[src/rtl/sliding_avg_pkg.sv]
// sliding_avg_pkg: window sizing constants and sum/average helpers for sliding_avg.
// SLIDING_AVG_ROUND_EN selects round-half-up with saturation in avg_shift.
package sliding_avg_pkg;
  localparam int IN_W = 6;
  localparam int LOG2_DEPTH = 2;
  localparam int DEPTH = 1 << LOG2_DEPTH;
  localparam int SUM_W = IN_W + LOG2_DEPTH;
  localparam int PTR_W = LOG2_DEPTH;
  localparam int FILL_W = LOG2_DEPTH + 1;
  localparam logic signed [SUM_W:0] MAX_AVG = (SUM_W + 1)'((1 << (IN_W - 1)) - 1);
  function automatic logic signed [SUM_W-1:0] sext_sum(input logic [IN_W-1:0] d);
    return {{LOG2_DEPTH{d[IN_W-1]}}, d};
  endfunction
  function automatic logic [IN_W-1:0] avg_shift(input logic signed [SUM_W-1:0] s);
`ifdef SLIDING_AVG_ROUND_EN
    logic signed [SUM_W:0] r;
    r = $signed({s[SUM_W-1], s}) + (SUM_W + 1)'(DEPTH / 2);
    r = r >>> LOG2_DEPTH;
    return (r > MAX_AVG) ? IN_W'(MAX_AVG) : IN_W'(r);
`else
    return IN_W'(s >>> LOG2_DEPTH);
`endif
  endfunction
endpackage

[src/rtl/sliding_avg_win_buf.sv]
// win_buf: circular sample store; rdata is the entry at wr_ptr before this cycle's write.
module win_buf #(
  parameter int IN_W = 6,
  parameter int DEPTH = 4,
  parameter int PTR_W = 2
) (
  input  logic            clk,
  input  logic            rst_n,
  input  logic            we,
  input  logic [IN_W-1:0] wdata,
  output logic [IN_W-1:0] rdata
);
  logic [IN_W-1:0] mem [DEPTH];
  logic [PTR_W-1:0] wr_ptr;
  assign rdata = mem[wr_ptr];
  always_ff @(posedge clk)
    if (!rst_n) begin
      mem <= '{default: '0};
      wr_ptr <= '0;
    end else if (we) begin
      mem[wr_ptr] <= wdata;
      wr_ptr <= (wr_ptr == PTR_W'(DEPTH - 1)) ? '0 : wr_ptr + 1'b1;
    end
endmodule

[src/rtl/sliding_avg.sv]
// sliding_avg: moving average over the last DEPTH accepted samples; SLIDING_AVG_ROUND_EN enables rounding.
module sliding_avg #(
  parameter int IN_W = sliding_avg_pkg::IN_W,
  parameter int LOG2_DEPTH = sliding_avg_pkg::LOG2_DEPTH
) (
  input  logic            i_clk,
  input  logic            i_rst_n,
  input  logic [IN_W-1:0] i_data,
  input  logic            i_valid,
  output logic [IN_W-1:0] o_data,
  output logic            o_ready,
  output logic            o_full
);
  import sliding_avg_pkg::*;
  logic signed [SUM_W-1:0] sum, new_sum;
  logic [FILL_W-1:0] fill, new_fill;
  logic [IN_W-1:0] old;
  logic full_now;
  win_buf #(.IN_W(IN_W), .DEPTH(DEPTH), .PTR_W(PTR_W)) u_buf (
    .clk(i_clk),
    .rst_n(i_rst_n),
    .we(i_valid),
    .wdata(i_data),
    .rdata(old)
  );
  // the evicted entry is still zero during the initial fill, so one update rule covers both phases
  assign new_sum = sum + sext_sum(i_data) - sext_sum(old);
  assign new_fill = (fill == FILL_W'(DEPTH)) ? fill : fill + 1'b1;
  assign full_now = new_fill == FILL_W'(DEPTH);
  always_ff @(posedge i_clk)
    if (!i_rst_n) begin
      sum <= '0;
      fill <= '0;
      o_data <= '0;
      o_ready <= 1'b0;
      o_full <= 1'b0;
    end else begin
      o_ready <= i_valid && full_now;
      if (i_valid) begin
        sum <= new_sum;
        fill <= new_fill;
        if (full_now) begin
          o_data <= avg_shift(new_sum);
          o_full <= 1'b1;
        end
      end
    end
endmodule

[config.mk]
export PLATFORM = sky130hd
export DESIGN_NAME = sliding_avg
export DESIGN_NICKNAME = d
export VERILOG_FILES = /design/src/rtl/sliding_avg_pkg.sv /design/src/rtl/sliding_avg_win_buf.sv /design/src/rtl/sliding_avg.sv
export SDC_FILE = /design/constraint.sdc
export NUM_CORES = 1
export LEC_CHECK = 0
export BUFFER_PORTS_ARGS = -buffer_cell sky130_fd_sc_hd__buf_2
export CAP_MARGIN = 20
export CORE_UTILIZATION = 35
export CTS_BUF_LIST = sky130_fd_sc_hd__clkbuf_16
export CTS_CLUSTER_DIAMETER = 80
export DETAILED_ROUTE_END_ITERATION = 6
export PLACE_DENSITY = 0.59
export SYNTH_ARGS = -nofsm -noshare
export SYNTH_HDL_FRONTEND = slang
export SYNTH_HIERARCHICAL = 1
export SYNTH_SLANG_ARGS = --single-unit
[constraint.sdc]
create_clock -name i_clk -period 3.08 [get_ports i_clk]
set_input_delay 0 -clock i_clk [delete_from_list [all_inputs] [get_ports i_clk]]
set_output_delay 0 -clock i_clk [all_outputs]
set_load 0.03 [all_outputs]
After elaboration in Yosys (flattened, before gate mapping):

Cells that the tools add are included.

* register bits after elaboration: 45
* output and inout port bits: 8
* RAM bits: 0
* bits in latches: 0
* memories kept: 0
* memory bits (read-only): 0

* bitwise gates (word level): 1
* reduce and logical (&&, ||, !) cells: 3
* equal/unequal tests: 3
* div/mod/pow operators: 0
* multipliers: 0
* muxes and demuxes: 8
* $lt $le $gt $ge: 2
* shift operators: 0
* add/subtract/negate cells: 4

Operators with widths (count)
* bitwise mux 24 bit: 1
* two-way mux 6 bit: 3
* binary-select mux 6 bit (select 2 bit): 1
* demux 6 bit (select 2 bit): 1
* adder 8 x 6 -> 8 bit: 1
* subtractor 8 x 6 -> 8 bit: 1
* equality test 3 bit (second input constant): 2
* adder 3 x 1 -> 3 bit (second input constant): 1
* greater-or-equal comparator 3 bit (second input constant): 1
* < comparator 3 x 1 -> 1 bit (second input constant): 1
* two-way mux 3 bit: 1
* NOT 2 -> 3 bit: 1
* adder 2 x 1 -> 2 bit (second input constant): 1
* equality test 2 bit (second input constant): 1
* logical AND 1 bit: 2
* two-way mux 2 bit: 1
* AND reduction 2 bit: 1

Logic depth before layout (Yosys ltp):

Gate-level depths: netlist of the first run.

* word-level depth: 6
* mapped depth: 10

By module:

The synthesis of the first run kept the hierarchy.

Modules (own cells, without submodules)
* sliding_avg: cells each 155, times used 1, area an instance 1371.3 um^2
* win_buf: cells each 130, times used 1, area an instance 1325.0 um^2

Worst setup path after synthesis of the first run:

Ideal clock, no wire load.

* path type: register to register
* from: register u_buf.wr_ptr[1]
* to: register o_data[4]
* clock period less this slack: 3.010 ns
* stages on the path, launching flop included: 11
* slack: 0.070 ns
* data arrival time: 2.937 ns
* required time: 3.007 ns
* cells stage by stage: dfxtp_1 > buf_2 > mux4_2 > ha_1 > inv_1 > ha_1 > fa_1 > a211o_1 > a2111o_1 > o311a_1 > o22ai_2

* cells in the longest elaborated chain, start to end: 5

Ends and longest elaborated chain
* start, declared: line sliding_avg_win_buf.sv:14 `logic [PTR_W-1:0] wr_ptr;`
* start signal, assigned: line sliding_avg_win_buf.sv:22 `wr_ptr <= (wr_ptr == PTR_W'(DEPTH - 1)) ? '0 : wr_ptr + 1'b1;`
* NOT 2 -> 3 bit (implied by the code): line sliding_avg_win_buf.sv:15 `assign rdata = mem[wr_ptr];`
* binary-select mux 6 bit (select 2 bit): line sliding_avg_win_buf.sv:15
* two-way mux 6 bit (implied by the code) (2 in a row): line sliding_avg_win_buf.sv:15
* via old[0]: line sliding_avg.sv:17 `logic [IN_W-1:0] old;`
* subtractor 8 x 6 -> 8 bit: line sliding_avg.sv:27 `assign new_sum = sum + sext_sum(i_data) - sext_sum(old);`
* end signal, assigned: line sliding_avg.sv:43 `o_data <= avg_shift(new_sum);`
* end, declared: line sliding_avg.sv:10 `output logic [IN_W-1:0] o_data,`

The timed path passes the listed nets, and every way through them passes these cells. The select of a mux whose other input is x is not followed.
A chain may end at the register's enable or synchronous reset.

Worst setup path in the final report of the first run:

* from: register u_buf.wr_ptr[0]
* to: register o_data[4]

The elaborated chain is that of the path after synthesis.

==> impl_metrics.ini, run 1 <==
[logic_synthesis]
synth_cell_types = 46
synth_area_per_cell_sq_um = 9.46
ys_warn_count = 6
yosys_most_used_dff = dfxtp_1
synth_fp_nets = 316
synth_edf_count = 0
ys_ff_latch = 45
async_flop_share_pct = 0
synth_area_sq_um = 2700
syn-instance-count = 285
seq_area_frac_synth_pct = 33.4

[worst_setup_path]
critPathRequiredTime_ns = 3.29
r2r-start = u_buf/wr_ptr[0]
path_buf_inv = 1
arrival_ns = 3.12
cp_top_family = compound AO/OA/AOI/OAI gates
path_cells = mux4_2 > fa_1 > inv_1 > fa_2 > a211o_1 > a2111o_1 > o311a_1 > o22ai_2
slowest_stage = mux4_2
startpoint = u_buf/wr_ptr[0]
cp_max_fo = 3
startpoint_type = register
crit_path_max_incr_delay_ns = 0.51
critPathCaptureType = register
path_class = register to register

[die]
die_w_microns = 89.8
fp-row-count = 31
io_pins = 17
initial_core_util_pct = 36.8
coreArea_sq_um = 7330
die_area_sq_um = 8060
fp.dieH_microns = 89.8

[power]
swShare_pct = 35.3
intPower_mw = 1.23
switching_power_mw = 0.671
clockPowerShare_pct = 27.7
p_seq_share_pct = 34.5
power_frac_comb_pct = 37.8
power.total_mw = 1.90
peakVddDrop_mv = 0.250
power_leakage_nw = 1.20
p_per_area_nw_per_um2 = 640

[timing]
min_period_ns = 2.91
fin_ws_ns = 0.167
fmax_mhz = 343
setup_viol_count_final = 0
tightestPinTransition_ns = 0.778
relSlewSlack_pct = 47.8
hold_viol = 0
timing.final.max_slew_violations = 0
setup_tns_ns = 0
hold_slack_ns = 0.0281
rsz0062_at_grt = false
period_share_pct = 94.6
fin_skew_ns = 0.00800

[detailed_routing]
via_per_inst = 5.08
drcViolationCount = 0
drtIter0Drc = 72
wl_mm = 5.30
vias = 1995
wire_per_inst_microns = 13.5
final_antenna_net_count = 0
dr.pass1.iters = 4

[global_routing]
overflow = 0
antenna_found_initial = 0
grt_util_all_layers_pct = 13.3
grt_pass1_wl_mm = 8.95
grt_start_max_net_pins = 71
grt_pass1_vias = 1852

[clocking]
cts_tree = built
cts.reportedPaths.clkPinSlew_ns = 0.07
clock_latency_ns = 0.29
clockBufferDepth = 2
cts_sinks = 45
cts_root_buf = clkbuf_16
cts_resized = 0
htreeDepth = 2
cts_setup_buffers = 0
numCtsBuffers = 5
cts_hold_buf = 0

[finish]
drive_gt1_share_pct = 24.1
diodes = 0
syn2layout_area_growth_pct = 10.1
final_common_cell = dfxtp_1
final_nets = 324
fillers = 758
final_cell_mix = dfxtp_1, inv_1, a21oi_1

[hold_path]
hp-class = input port to register
min-delay-start = i_data[4]

[placed_design]
dpl_worst_slack_ns = 0.0584
place_congestion = 0.762
numPortBuffers = 16
hpwl_mm = 3.58

[outcome]
status = complete, no violations

[run]
drv_cap = 0
power groups by stage:
stage	Sequential, mW	Combinational [mW]	Clock (mW)
floorplan	0.665	0.558	0
global placement	0.668	0.683	0
detailed placement	0.667	0.694	0
CTS	0.656	0.701	0.539
global route	0.663	0.809	0.555
finish	0.656	0.718	0.526
per-stage QoR:
step	util [%]	instances	area, sq um
final	40.5	393	2970
after global routing	40.5	393	2970
after CTS	40.3	393	2950
after detailed placement	38.3	385	2810
after global placement	38.3	385	2810
after floorplan	-	285	2700
area by class of cell:
type / instances / area, sq um / share of cell area, %
Clock buffer: 5 / 125 / 4.21
Multi-Input combinational cell: 186 / 1550 / 52.3
Clock inverter: 3 / 18.8 / 0.632
Tap cell: 99 / 124 / 4.17
Timing Repair Buffer: 20 / 114 / 3.83
Sequential cell: 45 / 902 / 30.4
Inverter: 35 / 131 / 4.42
path summary, 6_finish.rpt:
path	to	slack, ns	cells after the start
worst max-delay path	o_data[4]	0.17	8
worst max register to register	o_data[4]	0.17	8
worst min-delay path	u_buf/mem[4]	0.03	3
worst min register to register	o_full	0.46	2
tightest hold or removal path: stages:
cell     delay [ns]
buf_2          0.14
nand3_1        0.08
a21oi_1        0.05
kinds of logic (layout without fill, tap and decap cells):
group	after synthesis	after routing	share of synthesized area (%)
AO/OA/AOI/OAI	85	85	24.3
AND/OR/NAND/NOR	65	65	13.0
buffers and inverters	54	63	9.33
flip-flops	45	45	33.4
adder cells (fa/ha/maj)	22	22	12.2
multiplexers	10	10	6.50
XOR/XNOR	4	4	1.30
state kept, by name, indices dropped and copies added, names as in the netlist:
name,cells
o_full,1
sum,8
u_buf/wr_ptr,2
o_ready,1
fill,3
u_buf/mem,24
o_data,6
Yosys cell counts, types with 2 or more instances:
library cell | instances | area (sq um)
a211oi_1 | 3 | 22.5
or3b_1 | 2 | 17.5
buf_6 | 5 | 56.3
nand2_1 | 6 | 22.5
buf_1 | 3 | 11.3
o2111ai_1 | 2 | 17.5
mux4_2 | 6 | 135
ha_1 | 15 | 188
o21ai_0 | 4 | 20.0
nand2b_1 | 7 | 43.8
a21oi_1 | 33 | 165
buf_2 | 9 | 45.0
a21bo_2 | 25 | 250
fa_1 | 7 | 140
nor2_1 | 9 | 33.8
a211o_1 | 2 | 17.5
nand3_1 | 29 | 145
a21o_1 | 2 | 15.0
inv_1 | 34 | 128
or3_1 | 3 | 18.8
clkbuf_1 | 2 | 7.51
mux2i_1 | 4 | 40.0
xnor2_1 | 4 | 35.0
dfxtp_1 | 45 | 901
a21oi_2 | 2 | 17.5
nand3_2 | 2 | 20.0
layer usage:
layer / vias up / GRT usage (%) / routed length [microns]
met2: 32 / 20.5 / 2330
met1: 942 / 19.0 / 2750
li1: 1014 / - / -
met4: 0 / 3.28 / 52
met3: 7 / 2.71 / 171
met5: - / 0 / 0
Note: power is estimated with default switching activity, not from simulation.
==> run 2, diff against run 1 <==
--- a/config.mk
+++ b/config.mk
@@ -5,6 +5,7 @@
 export SDC_FILE = /design/constraint.sdc
 export NUM_CORES = 1
 export LEC_CHECK = 0
+export ABC_AREA = 1
 export BUFFER_PORTS_ARGS = -buffer_cell sky130_fd_sc_hd__buf_2
 export CAP_MARGIN = 20
 export CORE_UTILIZATION = 35
==> impl_metrics.ini, run 2 <==
[worst_setup_path]
cp_max_fo = 16
rr_worst_depth = 15
slowest_stage = dfxtp_1
path_buf_inv = 4
cp_num_cells = 15
arrival_ns = 2.92
critPathRequiredTime_ns = 3.26
cp_common_cell = nand2_1
critPathCaptureType = register
path_cells = inv_2 > nand2_1 > nand3_1 > nand2_1 > fa_1 > inv_1 > ha_1 > inv_1 > nand2_1 > nand3_1 > nand2_1 > nand2_1 > nand2_1 > o21ai_0 > inv_1
rrSetupSlack_ns = 0.33
r2r-start = u_buf/wr_ptr[0]
crit_path_max_incr_delay_ns = 0.68
path_class = register to register
startpoint_type = register
startpoint = u_buf/wr_ptr[0]
setup.worst_path.end = sum[5]
r2r-end = sum[5]
cp_top_family = simple AND/OR/NAND/NOR gates

[die]
io_pins = 17
die_area_sq_um = 8210
fp-row-count = 31
coreArea_sq_um = 7410
initial_core_util_pct = 37.1
die_w_microns = 90.6
fp.dieH_microns = 90.6

[placed_design]
place_congestion = 0.842
numPortBuffers = 16
hpwl_mm = 4.01
dpl-instance-area_sq_um = 2860

[clocking]
clockBufferDepth = 2
cts_hold_buf = 0
numCtsBuffers = 5
cts_tree = built
cts_setup_buffers = 0
cts_resized = 0
cts_root_buf = clkbuf_16
cts_sinks = 45
cts.reportedPaths.clkPinSlew_ns = 0.07
htreeDepth = 2
clock_latency_ns = 0.29

[finish]
final_cell_mix = nand2_1, inv_1, nor2_1
final_common_cell = nand2_1
diodes = 0
syn2layout_area_growth_pct = 9.10
final_area_sq_um = 3000
largest_reg_flops = 24
final_nets = 454
drive_gt1_share_pct = 9.43
top_register = u_buf/mem
reg_top3 = u_buf/mem x24, sum x8, o_data x6

[logic_synthesis]
ys_ff_latch = 45
synth_fp_nets = 443
async_flop_share_pct = 0
synth_fa_ha_area_share_pct = 11.9
synth_top_family_by_area = simple AND/OR/NAND/NOR gates
synth_area_per_cell_sq_um = 6.67
yosysMostFrequentCell = nand2_1
yosys_most_used_dff = dfxtp_1
synthXorXnorAreaFrac_pct = 0.637
synth_common_cells = nand2_1, inv_1, nor2_1
synth-simple-area-share_pct = 33.5
synth.largest_area_cell = dfxtp_1
synth_edf_count = 0
synth_cell_types = 24
ys_warn_count = 6
synth_area_sq_um = 2750
synthMuxAreaShare_pct = 0
seq_area_frac_synth_pct = 32.8
yosysTopAreaCellShare_pct = 32.8
syn-instance-count = 412
synth_compound_area_share_pct = 6.01
synth_area_leaders = dfxtp_1, nand2_1, inv_1

[timing]
tightestPinTransition_ns = 0.653
hold_slack_ns = 0.0104
fin_skew_ns = 0.00853
setup_tns_ns = 0
rsz0062_at_grt = false
hold_viol = 0
timing.final.max_slew_violations = 0
fmax_mhz = 364
period_share_pct = 89.1
min_period_ns = 2.75
relSlewSlack_pct = 56.4
setup_viol_count_final = 0

[detailed_routing]
dr.pass1.iters = 4
vias = 2269
via_per_inst = 4.34
drtIter0Drc = 93
drcViolationCount = 0
wl_mm = 5.34
wire_per_inst_microns = 10.2
final_antenna_net_count = 0

[global_routing]
antenna_found_initial = 0
overflow = 0
grt_util_all_layers_pct = 14.5
grt_pass1_wl_mm = 9.74
grt_pass1_vias = 2207
grt_start_max_net_pins = 35

[power]
intPower_mw = 1.21
peakVddDrop_mv = 0.216
p_seq_share_pct = 33.5
p_per_area_nw_per_um2 = 657
power_frac_comb_pct = 39.9
switching_power_mw = 0.758
swShare_pct = 38.5
clockPowerShare_pct = 26.6
power_leakage_nw = 1.73

[outcome]
status = complete, no violations

[run]
drv_cap = 0

[hold_path]
hp-class = input port to register
run 2: power groups by stage:
stage | sequential [mW] | clock (mW) | combinational [mW]
after global placement | 0.671 | 0 | 0.773
after global routing | 0.664 | 0.563 | 0.934
after floorplan | 0.667 | 0 | 0.643
after CTS | 0.660 | 0.538 | 0.794
after detailed placement | 0.673 | 0 | 0.789
final | 0.659 | 0.525 | 0.786
run 2: worst min path at each step:
stage | from | end | slack (ns) | depth (start not counted)
CTS | i_data[1] | u_buf/mem[1] | 0.01 | 3
global route | i_data[1] | u_buf/mem[1] | 0.03 | 3
finish | i_data[1] | u_buf/mem[1] | 0.01 | 3
global placement | i_data[1] | u_buf/mem[1] | 0.30 | 3
floorplan | i_valid | fill[1] | 0.09 | 1
detailed placement | i_data[1] | u_buf/mem[1] | 0.31 | 3
run 2: kinds of logic (layout without fill, tap and decap cells):
group | after synthesis | count (layout)
simple gates | 217 | 217
buf+inv | 96 | 108
compound gates | 30 | 30
fa+ha+maj | 22 | 22
xor+xnor | 2 | 2
flops | 45 | 45
run 2: worst register-to-register path: cells and delay by family, from the launching register on:
kind                       cells  cell delay [ns]
buffers and inverters          4             0.44
AOI/OAI and AO/OA              1             0.15
DFF                            1             0.68
adders and majority gates      2             0.67
and+or+nand+nor                8             0.71
run 2: area by class of cell:
cell class                 count  area [sq um]
clock buffer                   5           125
clock inverter                 3          18.8
fill                         779          4410
inverter                      83           312
multi-input combinational    271          1430
sequential                    45           901
tap                           99           124
timing repair buffer          17          87.6
run 2: metrics by stage:
step | std cells | total power, mW | setup slack, ns | util (%)
after floorplan | 412 | 1.31 | 0.725 | -
after global placement | 515 | 1.44 | 0.409 | 38.5
after detailed placement | 515 | 1.46 | 0.339 | 38.5
after CTS | 523 | 1.99 | 0.312 | 40.5
after global routing | 523 | 2.16 | 0.0197 | 40.5
final | 523 | 1.97 | 0.334 | 40.5
run 2: routing by layer:
layer  track usage (%)  part of all wire (%)  vias to the layer above
li1                  -                     -                     1234
met1              17.9                    49                     1001
met2              25.1                    47                       28
met3              2.61                   2.5                        6
met4              5.11                   1.4                        0
met5                 0                     0                        -
==> run 3, diff against run 2 <==
--- a/config.mk
+++ b/config.mk
@@ -8,11 +8,11 @@
 export ABC_AREA = 1
 export BUFFER_PORTS_ARGS = -buffer_cell sky130_fd_sc_hd__buf_2
 export CAP_MARGIN = 20
-export CORE_UTILIZATION = 35
+export CORE_UTILIZATION = 55
 export CTS_BUF_LIST = sky130_fd_sc_hd__clkbuf_16
 export CTS_CLUSTER_DIAMETER = 80
 export DETAILED_ROUTE_END_ITERATION = 6
-export PLACE_DENSITY = 0.59
+export PLACE_DENSITY = 0.82
 export SYNTH_ARGS = -nofsm -noshare
 export SYNTH_HDL_FRONTEND = slang
 export SYNTH_HIERARCHICAL = 1
==> constraint.sdc (replaced) <==
create_clock -name i_clk -period 3.08 [get_ports i_clk]
set_input_delay 0.462 -clock i_clk [delete_from_list [all_inputs] [get_ports i_clk]]
set_output_delay 0.462 -clock i_clk [all_outputs]
set_load 0.03 [all_outputs]
==> impl_metrics.ini, run 3 (synthesis results as in run 2) <==
[clocking]
clock_latency_ns = 0.28
cts_setup_buffers = 0
cts_tree = built
cts.reportedPaths.clkPinSlew_ns = 0.06
htreeDepth = 2
clockBufferDepth = 2
cts_resized = 0
cts_hold_buf = 0
cts_root_buf = clkbuf_16
numCtsBuffers = 5
cts_sinks = 45

[die]
fp.dieH_microns = 72.7
coreArea_sq_um = 4750
die_w_microns = 72.7
initial_core_util_pct = 57.8
die_area_sq_um = 5280
io_pins = 17
fp-row-count = 25

[outcome]
status = complete, no violations

[power]
clockPowerShare_pct = 25.5
intPower_mw = 1.21
power_frac_comb_pct = 40.6
power.total_mw = 1.95
swShare_pct = 38.3
p_seq_share_pct = 33.9
p_per_area_nw_per_um2 = 664
switching_power_mw = 0.748
peakVddDrop_mv = 0.313
power_leakage_nw = 1.73

[timing]
setup_tns_ns = 0
hold_viol = 0
setup_viol_count_final = 0
fmax_mhz = 375
min_period_ns = 2.67
timing.final.max_slew_violations = 0
hold_slack_ns = 0.470
relSlewSlack_pct = 59.1
period_share_pct = 86.7
fin_skew_ns = 0.00394
rsz0062_at_grt = false
tightestPinTransition_ns = 0.613

[finish]
final_area_sq_um = 2940
seq_area_sq_um = 902
fillers = 428
reg_top3 = u_buf/mem x24, sum x8, o_data x6
diodes = 0
largest_reg_flops = 24
top_register = u_buf/mem
final_nets = 453
drive_gt1_share_pct = 9.00
multi_input_area_sq_um = 1430
final_cell_mix = nand2_1, inv_1, nor2_1
final_common_cell = nand2_1
syn2layout_area_growth_pct = 7.01

[detailed_routing]
via_per_inst = 4.78
dr.pass1.iters = 5
vias = 2336
final_antenna_net_count = 0
drtIter0Drc = 208
wl_mm = 5.30
wire_per_inst_microns = 10.8
drcViolationCount = 0

[worst_setup_path]
path_class = register to register
critPathRequiredTime_ns = 3.26
slowest_stage = dfxtp_1
cp_max_fo = 10
crit_path_max_incr_delay_ns = 0.52
path_cells = inv_1 > nand3_1 > nand2_1 > fa_1 > inv_1 > fa_1 > nand3_1 > nand2_1 > nand2_1 > nand2_1 > nand2_1 > nand2_1 > nor2_1 > nor2_1
critPathCaptureType = register
r2r-end = o_data[4]
arrival_ns = 2.85
path_buf_inv = 2
rrSetupSlack_ns = 0.41
cp_common_cell = nand2_1
cp_top_family = adder cells
startpoint = u_buf/wr_ptr[1]
setup.worst_path.end = o_data[4]
r2r-start = u_buf/wr_ptr[1]
cp_num_cells = 14
startpoint_type = register
rr_worst_depth = 14

[placed_design]
dpl-instance-area_sq_um = 2810
hpwl_mm = 3.85
place_congestion = 0.822
numPortBuffers = 16

[global_routing]
grt_start_max_net_pins = 35
antenna_found_initial = 0
grt_util_all_layers_pct = 22.7
grt_pass1_wl_mm = 9.25
overflow = 0
grt_pass1_vias = 2112

[hold_path]
hp-class = register to register

[run]
drv_cap = 0
## run 3: metal layers
| metal | vias to the layer above | global-route usage (%) | share of wire, % |
|---|---|---|---|
| met1 | 1049 | 29.2 | 47 |
| met4 | 0 | 8.50 | 1.5 |
| met2 | 46 | 37.6 | 48 |
| li1 | 1233 | - | - |
| met5 | - | 0 | 0 |
| met3 | 8 | 4.42 | 2.8 |
## run 3: power groups by stage
stage | clock (mW) | sequential, mW | combinational (mW)
after floorplan | 0 | 0.667 | 0.643
after global placement | 0 | 0.674 | 0.747
after detailed placement | 0 | 0.675 | 0.781
after CTS | 0.506 | 0.662 | 0.791
after global routing | 0.534 | 0.669 | 0.933
final | 0.497 | 0.662 | 0.794
## run 3: final cells by class
| class | count | share of cell area, % |
|---|---|---|
| multi-input cells | 271 | 48.7 |
| flip-flops and latches | 45 | 30.7 |
| inverters | 83 | 10.6 |
| clock buffers | 5 | 4.25 |
| well taps | 67 | 2.85 |
| repair buffers | 16 | 2.72 |
| clock inverters | 2 | 0.255 |
## run 3: how the worst min path moves through the flow
stage,from,end,slack [ns],cells past startpoint
after floorplan,sum[0],sum[0],0.44,2
after global placement,o_full,o_full,0.45,2
after detailed placement,o_full,o_full,0.46,2
after CTS,i_data[4],u_buf/mem[22],0.46,3
after global routing,i_data[4],u_buf/mem[4],0.49,3
final,sum[0],sum[0],0.47,2
## run 3: per-stage QoR
stage,cells,util (%),setup slack (ns)
finish,489,61.9,0.411
global route,489,61.9,0.181
CTS,489,61.8,0.293
detailed placement,482,59.1,0.306
global placement,482,59.1,0.441
floorplan,412,-,0.725
## run 3: tightest hold or removal path, stage by stage (launching register included)
cell     delay [ns]
dfxtp_1        0.29
inv_1          0.06
a21oi_1        0.06
